$ cat src/rtl/fb_write_sched_pkg.sv
// Shared types and defaults for the framebuffer write scheduler.
// Holds the FSM state encoding, grant encoding and default geometry.
package fb_pkg;

  localparam int          ADDR_W_DEF      = 12;
  localparam int          DATA_W_DEF      = 8;
  localparam int          FB_WORDS_DEF    = 4096;
  localparam logic [7:0]  CLEAR_COLOR_DEF = 8'h00;

  typedef enum logic [1:0] {
    IDLE   = 2'd0,
    CLEAR  = 2'd1,
    START  = 2'd2,
    RENDER = 2'd3
  } state_e;

  typedef enum logic {
    GNT_R = 1'b0,
    GNT_C = 1'b1
  } grant_e;

endpackage

$ cat src/rtl/fb_write_sched_rr_arb2.sv
// Two-way round-robin arbiter: a lone requester is always served; when both
// request, the side that was not granted last wins.
module rr_arb2
  import fb_pkg::*;
(
  input  logic i_clk,
  input  logic i_reset,
  input  logic i_enable,
  input  logic i_valid_a,
  input  logic i_valid_b,
  output logic o_ready_a,
  output logic o_ready_b
);

  grant_e r_last_grant;

  // Each ready looks only at the opposite valid, so no side's ready depends on its own valid.
  assign o_ready_a = i_enable & (~i_valid_b | (r_last_grant == GNT_C));
  assign o_ready_b = i_enable & (~i_valid_a | (r_last_grant == GNT_R));

  // NOTE: sequential state is assigned with <= so every flop samples pre-edge values.
  always_ff @(posedge i_clk) begin
    if (!i_reset) begin
      r_last_grant <= GNT_C;
    end else if (i_valid_a && o_ready_a) begin
      r_last_grant <= GNT_R;
    end else if (i_valid_b && o_ready_b) begin
      r_last_grant <= GNT_C;
    end
  end

endmodule

$ cat src/rtl/fb_write_sched.sv
// Frame scheduler for the framebuffer write port: clear, kick the renderer,
// then arbitrate renderer and CPU writes onto one registered RAM port.
module fb_write_sched
  import fb_pkg::*;
#(
  parameter int                ADDR_W      = ADDR_W_DEF,
  parameter int                DATA_W      = DATA_W_DEF,
  parameter int                FB_WORDS    = FB_WORDS_DEF,
  parameter logic [DATA_W-1:0] CLEAR_COLOR = CLEAR_COLOR_DEF
) (
  input  logic              i_clk,
  input  logic              i_reset,
  input  logic              i_vsync,
  input  logic              i_clear_en,
  output logic              o_render_start,
  input  logic              i_render_done,
  input  logic              i_r_valid,
  output logic              o_r_ready,
  input  logic [ADDR_W-1:0] i_r_addr,
  input  logic [DATA_W-1:0] i_r_data,
  input  logic              i_c_valid,
  output logic              o_c_ready,
  input  logic [ADDR_W-1:0] i_c_addr,
  input  logic [DATA_W-1:0] i_c_data,
  output logic              o_we,
  output logic [ADDR_W-1:0] o_addr,
  output logic [DATA_W-1:0] o_ram_d,
  output logic              o_busy,
  output logic              o_frame_overrun
);

  state_e            r_state;
  state_e            w_state_nxt;
  logic              r_vsync_q;
  logic              w_vsync_edge;
  logic [ADDR_W-1:0] r_clr_cnt;
  logic              w_clr_last;
  logic              w_arb_r_ready;
  logic              w_arb_c_ready;
  logic              w_r_xfer;
  logic              w_c_xfer;
  logic              r_we;
  logic [ADDR_W-1:0] r_addr;
  logic [DATA_W-1:0] r_ram_d;
  logic              r_render_start;
  logic              r_frame_overrun;

  assign w_vsync_edge = i_vsync & ~r_vsync_q;
  assign w_clr_last   = (r_clr_cnt == ADDR_W'(FB_WORDS - 1));

  rr_arb2 u_arb (
    .i_clk     (i_clk),
    .i_reset   (i_reset),
    .i_enable  (r_state == RENDER),
    .i_valid_a (i_r_valid),
    .i_valid_b (i_c_valid),
    .o_ready_a (w_arb_r_ready),
    .o_ready_b (w_arb_c_ready)
  );

  // Readies are gated by reset directly so nothing is accepted while it is held low.
  assign o_r_ready = i_reset & w_arb_r_ready;
  assign o_c_ready = i_reset & ((r_state == IDLE) | w_arb_c_ready);
  assign w_r_xfer  = i_r_valid & o_r_ready;
  assign w_c_xfer  = i_c_valid & o_c_ready;

  // NOTE: every always_comb output gets a default first so no path can infer a latch.
  always_comb begin
    w_state_nxt = r_state;
    case (r_state)
      IDLE:    if (w_vsync_edge) w_state_nxt = i_clear_en ? CLEAR : START;
      CLEAR:   if (w_clr_last)   w_state_nxt = START;
      START:   w_state_nxt = RENDER;
      RENDER:  if (i_render_done) w_state_nxt = IDLE;
      default: w_state_nxt = IDLE;
    endcase
  end

  always_ff @(posedge i_clk) begin
    if (!i_reset) begin
      r_state         <= IDLE;
      r_vsync_q       <= 1'b0;
      r_clr_cnt       <= '0;
      r_render_start  <= 1'b0;
      r_frame_overrun <= 1'b0;
    end else begin
      r_state         <= w_state_nxt;
      r_vsync_q       <= i_vsync;
      r_render_start  <= (w_state_nxt == START);
      r_frame_overrun <= w_vsync_edge & (r_state != IDLE);
      if (r_state == CLEAR) begin
        r_clr_cnt <= w_clr_last ? '0 : r_clr_cnt + ADDR_W'(1);
      end
    end
  end

  // At most one of w_r_xfer / w_c_xfer is set; the arbiter never grants both.
  always_ff @(posedge i_clk) begin
    if (!i_reset) begin
      r_we    <= 1'b0;
      r_addr  <= '0;
      r_ram_d <= '0;
    end else if (r_state == CLEAR) begin
      r_we    <= 1'b1;
      r_addr  <= r_clr_cnt;
      r_ram_d <= CLEAR_COLOR;
    end else if (w_r_xfer) begin
      r_we    <= 1'b1;
      r_addr  <= i_r_addr;
      r_ram_d <= i_r_data;
    end else if (w_c_xfer) begin
      r_we    <= 1'b1;
      r_addr  <= i_c_addr;
      r_ram_d <= i_c_data;
    end else begin
      r_we    <= 1'b0;
    end
  end

  assign o_we            = r_we;
  assign o_addr          = r_addr;
  assign o_ram_d         = r_ram_d;
  assign o_render_start  = r_render_start;
  assign o_frame_overrun = r_frame_overrun;
  assign o_busy          = (r_state != IDLE);

endmodule
$ cat config.mk
export PLATFORM = sky130hd
export DESIGN_NAME = fb_write_sched
export DESIGN_NICKNAME = d
export VERILOG_FILES = /design/src/rtl/fb_write_sched_pkg.sv /design/src/rtl/fb_write_sched_rr_arb2.sv /design/src/rtl/fb_write_sched.sv
export SDC_FILE = /design/constraint.sdc
export NUM_CORES = 1
export LEC_CHECK = 0
export CAP_MARGIN = 30
export CORE_MARGIN = 2
export CORE_UTILIZATION = 45
export CTS_BUF_LIST = sky130_fd_sc_hd__clkbuf_4
export DETAILED_ROUTE_END_ITERATION = 7
export PLACE_DENSITY_LB_ADDON = 0.15
export SYNTH_ARGS = -nofsm -noshare
export SYNTH_HDL_FRONTEND = slang
export SYNTH_SLANG_ARGS = --single-unit
export TNS_END_PERCENT = 100
$ cat constraint.sdc
create_clock -name i_clk -period 1.99 [get_ports i_clk]
set_clock_uncertainty 0.2 [all_clocks]
set_input_delay 0.398 -clock i_clk [delete_from_list [all_inputs] [get_ports i_clk]]
set_output_delay 0.398 -clock i_clk [all_outputs]
set_load 0.02 [all_outputs]
==> results of run 1 <==
state kept, by name (all words and copies together) (netlist names):
register	count
o_render_start	1
r_clr_cnt	12
r_state	2
o_addr	12
r_vsync_q	1
o_ram_d	8
o_we	1
o_frame_overrun	1
u_arb.r_last_grant	1
per-layer routing:
layer  vias up  wire [um]  track usage
met5         -          0            0
met4         0         44      0.05229
met3         5        270      0.04797
met2        48       2336       0.3729
met1       867       2221       0.2611
li1        969          -            -
cell type report:
class,count,area share
flip-flops and latches,39,0.2694
multi-input cells,160,0.3720
clock buffers,6,0.01552
repair buffers,98,0.3190
well taps,50,0.02155
inverters,2,0.002586
cells in the final DEF (no fill, tap or decap), types with 2 or more instances in the layout:
master           count
and3_1               2
a21oi_1              5
o21ai_0              2
clkdlybuf4s50_1     69
nor3b_1              3
or3_1                2
nor2_1              19
buf_12               2
nand3_1             12
dfxtp_1             38
nand4_1              6
nor4_1               3
nand2_1             24
clkbuf_4             6
nor3_1               2
xor2_1               5
buf_4               24
xnor2_1              2
nand2b_1             3
mux2i_1             20
a211oi_1             8
and2_1               3
buf_2                3
o211ai_1             9
o221ai_1             4
nor2b_1              4
worst max-delay path by stage:
| stage | startpoint | to | slack (ns) | depth (start not counted) |
|---|---|---|---|---|
| after floorplan | i_reset | o_r_ready | 0.05 | 3 |
| after global placement | i_reset | o_r_ready | -0.41 | 4 |
| after global routing | i_reset | o_r_ready | 0.02 | 4 |
| after detailed placement | i_reset | o_r_ready | -0.40 | 4 |
| final | o_addr[0] | o_addr[0] | 0.08 | 1 |
| after CTS | i_reset | o_r_ready | 0.03 | 4 |
cells by family after synthesis:
group                      Yosys count  share of synthesized area
adders and majority gates            1                   0.006535
DFF                                 39                     0.4078
muxes                               20                     0.1046
xor gates and xnor gates             7                    0.03203
and+or+nand+nor                     90                     0.2451
AOI/OAI and AO/OA                   42                     0.1726
buffers and inverters               12                    0.03137
per-stage QoR:
stage / setup WS, ns / instances
floorplan: 0.05120 / 211
finish: 0.07707 / 355
CTS: 0.02859 / 355
global route: 0.01562 / 355
detailed placement: -0.4024 / 349
global placement: -0.4082 / 349
power breakdown:
| part | switching (mW) | internal (mW) |
|---|---|---|
| logic | 0.204 | 0.242 |
| registers | 0.0266 | 0.829 |
| clock network | 0.240 | 0.140 |
==> impl_metrics.toml, run 1 <==
[sta]
hold_violations = 0
rsz0062_at_grt = "no"
fin_crit_sh = 0.9613
relSlewSlack = 0.7447
setup_viol = 0
fin_crit_ns = 1.913
drv_slew = 0
setup-tns-final_ns = 0
hold_slack_ns = 0.3049
tightest_slew_ns = 0.3816
clock.fmax_mhz = 522.8

[global_routing]
groute.usage.overall = 0.2118
grt_max_degree = 26
antenna_found_initial = 0
grt_pass1_vias = 1840
grt_pass1_wl_um = 8418
grt_overflow = 0

[yosys]
synth_edf_count = 0
yosys_warnings = 0
ys_types = 48
netlist_area_um2 = 1914
synth_area_per_cell_um2 = 9.073
synthArstFlopShare = 0
synthCells = 211
yosysMostFrequentCell = "dfxtp_1"
netlist.top_cell.by_area = "dfxtp_1"
synth.area.top_cells = "dfxtp_1, mux2i_1, nand2_1"
synth_flop_cell = "dfxtp_1"
ys_ff_latch = 39
seq_area_frac_synth = 0.4078
syn-num-nets = 259
synth_top_area_share = 0.4078
synth_common_cells = "dfxtp_1, nand2_1, mux2i_1"

[setup_path]
cp_data_required_time_ns = 1.39
critPathTopFamily = "buffers and inverters"
critPathArrivalTime_ns = 1.31
crit_chain = "clkdlybuf4s50_1"
worstPathMaxFanout = 2
crit_type = "reg2out"
reg2reg_from = "r_state[1]"
r2r-end = "r_clr_cnt[9]"
worstRegToRegCells = 5
max_stage_delay_ns = 0.63
reg2reg_setup_slack_ns = 0.15
worst-path-buf-inv = 1
cp-start-kind = "flop"
endpoint_kind = "primary output"
cp_slowest_cell = "clkdlybuf4s50_1"

[final_layout]
design_area_um2 = 2903
drive_above_1_share = 0.1475
seq_area_um2 = 782.0
layout.nets = 354
final_util = 0.7154
diodes = 0
fillCellCount = 324
syn2layout_area_growth_pct = 51.63
multi_input_area_um2 = 1080

[placed_design]
placed_cell_area_um2 = 2872
gp_congestion = 0.8809
hpwl_um = 3790
io_buffers = 72

[cts]
cts_resized = 14
hold_buffers = 0
cts-root-buf = "clkbuf_4"
insertion_delay_ns = 0.33
cts.sink_count = 39
cts_tree = "done"
postCtsSetupRepairBufs = 0
clk_pin_slew_worst_paths_ns = 0.11
htree_levels = 2
numCtsBuffers = 5
cts_max_path_buffers = 2

[power_and_ir_drop]
power_mw = 1.681
leakage_nw = 1.071
vdd_drop_max_v = 0.0003959
power_density_nw_per_um2 = 579.3

[worst_hold_path]
hold_path_end = "o_ram_d[7]"
hp-class = "reg2reg"
min-delay-start = "o_ram_d[7]"
worstHoldPathCells = 2

[detailed_routing]
drt_first_pass_iters = 4
ant_nets = 0
wl_per_cell_um = 13.73
vias = 1889
drc = 0
drt_iter0_drc = 81
via_per_inst = 5.321
wl_um = 4873

[floorplanning]
die_area_um2 = 4792
die_w_um = 69.23
io_pins = 73
start_util = 0.4718
core_um2 = 4058
die_y_um = 69.23
rows = 23

[status]
outcome = "completed"

[flow_run]
drv_cap = 0
No activity file was read; power rests on OpenSTA's default activity.
==> inputs of run 2 (changes only) <==
--- a/config.mk
+++ b/config.mk
@@ -5,7 +5,9 @@
 export SDC_FILE = /design/constraint.sdc
 export NUM_CORES = 1
 export LEC_CHECK = 0
+export ABC_AREA = 0
 export CAP_MARGIN = 30
+export CORE_ASPECT_RATIO = 0.8
 export CORE_MARGIN = 2
 export CORE_UTILIZATION = 45
 export CTS_BUF_LIST = sky130_fd_sc_hd__clkbuf_4
@@ -14,4 +16,3 @@
 export SYNTH_ARGS = -nofsm -noshare
 export SYNTH_HDL_FRONTEND = slang
 export SYNTH_SLANG_ARGS = --single-unit
-export TNS_END_PERCENT = 100
==> impl_metrics.toml, run 2 (synthesis gave the netlist of run 1 again) <==
[floorplanning]
die_w_um = 76.92
die_y_um = 62.34
die_area_um2 = 4795
rows = 21
start_util = 0.4641
core_um2 = 4125
io_pins = 73

[sta]
clock.fmax_mhz = 519.1
relSlewSlack = 0.7545
rsz0062_at_grt = "no"
fin_crit_ns = 1.927
tightest_slew_ns = 0.3648
fin_crit_sh = 0.9681
drv_slew = 0
setup-tns-final_ns = 0
setup_viol = 0
hold_violations = 0

[setup_path]
critPathArrivalTime_ns = 1.33
critPathTopFamily = "buffers and inverters"
worst-path-buf-inv = 1
cp_data_required_time_ns = 1.39
worstPathMaxFanout = 2
crit_type = "reg2out"
max_stage_delay_ns = 0.62
crit_chain = "clkdlybuf4s50_1"
endpoint_kind = "primary output"
cp_slowest_cell = "clkdlybuf4s50_1"
cp-start-kind = "flop"

[final_layout]
final_common_cell = "clkdlybuf4s50_1"
syn2layout_area_growth_pct = 55.62
diodes = 0
drive_above_1_share = 0.1757
layout_common_cells = "clkdlybuf4s50_1, dfxtp_1, buf_4"
layout.nets = 360

[detailed_routing]
wl_per_cell_um = 14.10
drc = 0
wl_um = 5217
drt_iter0_drc = 103
vias = 1942
via_per_inst = 5.249
ant_nets = 0
drt_first_pass_iters = 5

[worst_hold_path]
hp-class = "reg2reg"

[status]
outcome = "completed"

[global_routing]
antenna_found_initial = 0
grt_pass1_vias = 1804
grt_max_degree = 26
grt_pass1_wl_um = 8721
grt_overflow = 0
groute.usage.overall = 0.2245

[cts]
numCtsBuffers = 5
cts-root-buf = "clkbuf_4"
insertion_delay_ns = 0.35
htree_levels = 2
clk_pin_slew_worst_paths_ns = 0.12
cts_tree = "done"
cts.sink_count = 39
cts_max_path_buffers = 2
hold_buffers = 0

[power_and_ir_drop]
leakage_nw = 1.111
power_density_nw_per_um2 = 585.2
vdd_drop_max_v = 0.0005458
power_mw = 1.744

[placed_design]
io_buffers = 72
hpwl_um = 3929
gp_congestion = 0.8478

[flow_run]
drv_cap = 0
-- run 2: cell count changes in the layout (fill, tap and decap cells not counted) --
cell | before | now
buf_4 | 24 | 31
nand2b_1 | 3 | 2
clkinv_2 | 0 | 1
nor3b_1 | 3 | 2
nor3b_2 | 0 | 1
nand2b_2 | 0 | 1
buf_2 | 3 | 2
clkinvlp_4 | 0 | 1
-- run 2: final timing paths --
path                            slack (ns)             to       start  cells past startpoint
worst max-delay path                  0.06      o_addr[9]   o_addr[9]                      1
worst min-delay path                  0.29      o_addr[3]   o_addr[3]                      2
worst max register to register        0.11  r_clr_cnt[10]  r_state[1]                      6
worst min register to register        0.29      o_addr[3]   o_addr[3]                      2
-- run 2: through the flow --
stage,cells,utilization,hold slack (ns),cell area (um2),setup WS [ns]
CTS,368,0.7173,0.2932,2959,0.009501
global placement,360,0.7055,0.2533,2910,-0.4316
finish,370,0.7222,0.2872,2979,0.06349
global route,370,0.7222,0.3247,2979,0.001450
detailed placement,360,0.7055,0.2618,2910,-0.4831
floorplan,211,-,0.2665,1914,0.05120
-- run 2: area by class of cell --
cell class | count | area, um2
fillers | 351 | 1146
multi-input cells | 160 | 1087
repair buffers | 104 | 973.4
flip-flops and latches | 39 | 782.0
well taps | 57 | 71.32
clock buffers | 6 | 45.04
clock inverters | 2 | 12.51
inverters | 2 | 7.507
-- run 2: power breakdown --
part	internal, mW	switching (mW)
logic	0.249	0.214
clock network	0.150	0.279
registers	0.829	0.0224
total	1.23	0.515
-- run 2: per-layer routing --
metal,track usage,vias to the layer above,wire length [um]
li1,-,983,-
met1,0.3221,886,2489
met2,0.3333,68,2308
met3,0.06250,5,383
met4,0.05455,0,36
met5,0,-,0
-- run 2: what timing repair did --
item,in CTS,in global routing
buffers inserted,0,2
endpoints found under the setup margin,3,6
pin swaps,0,2
resized for setup,15,3
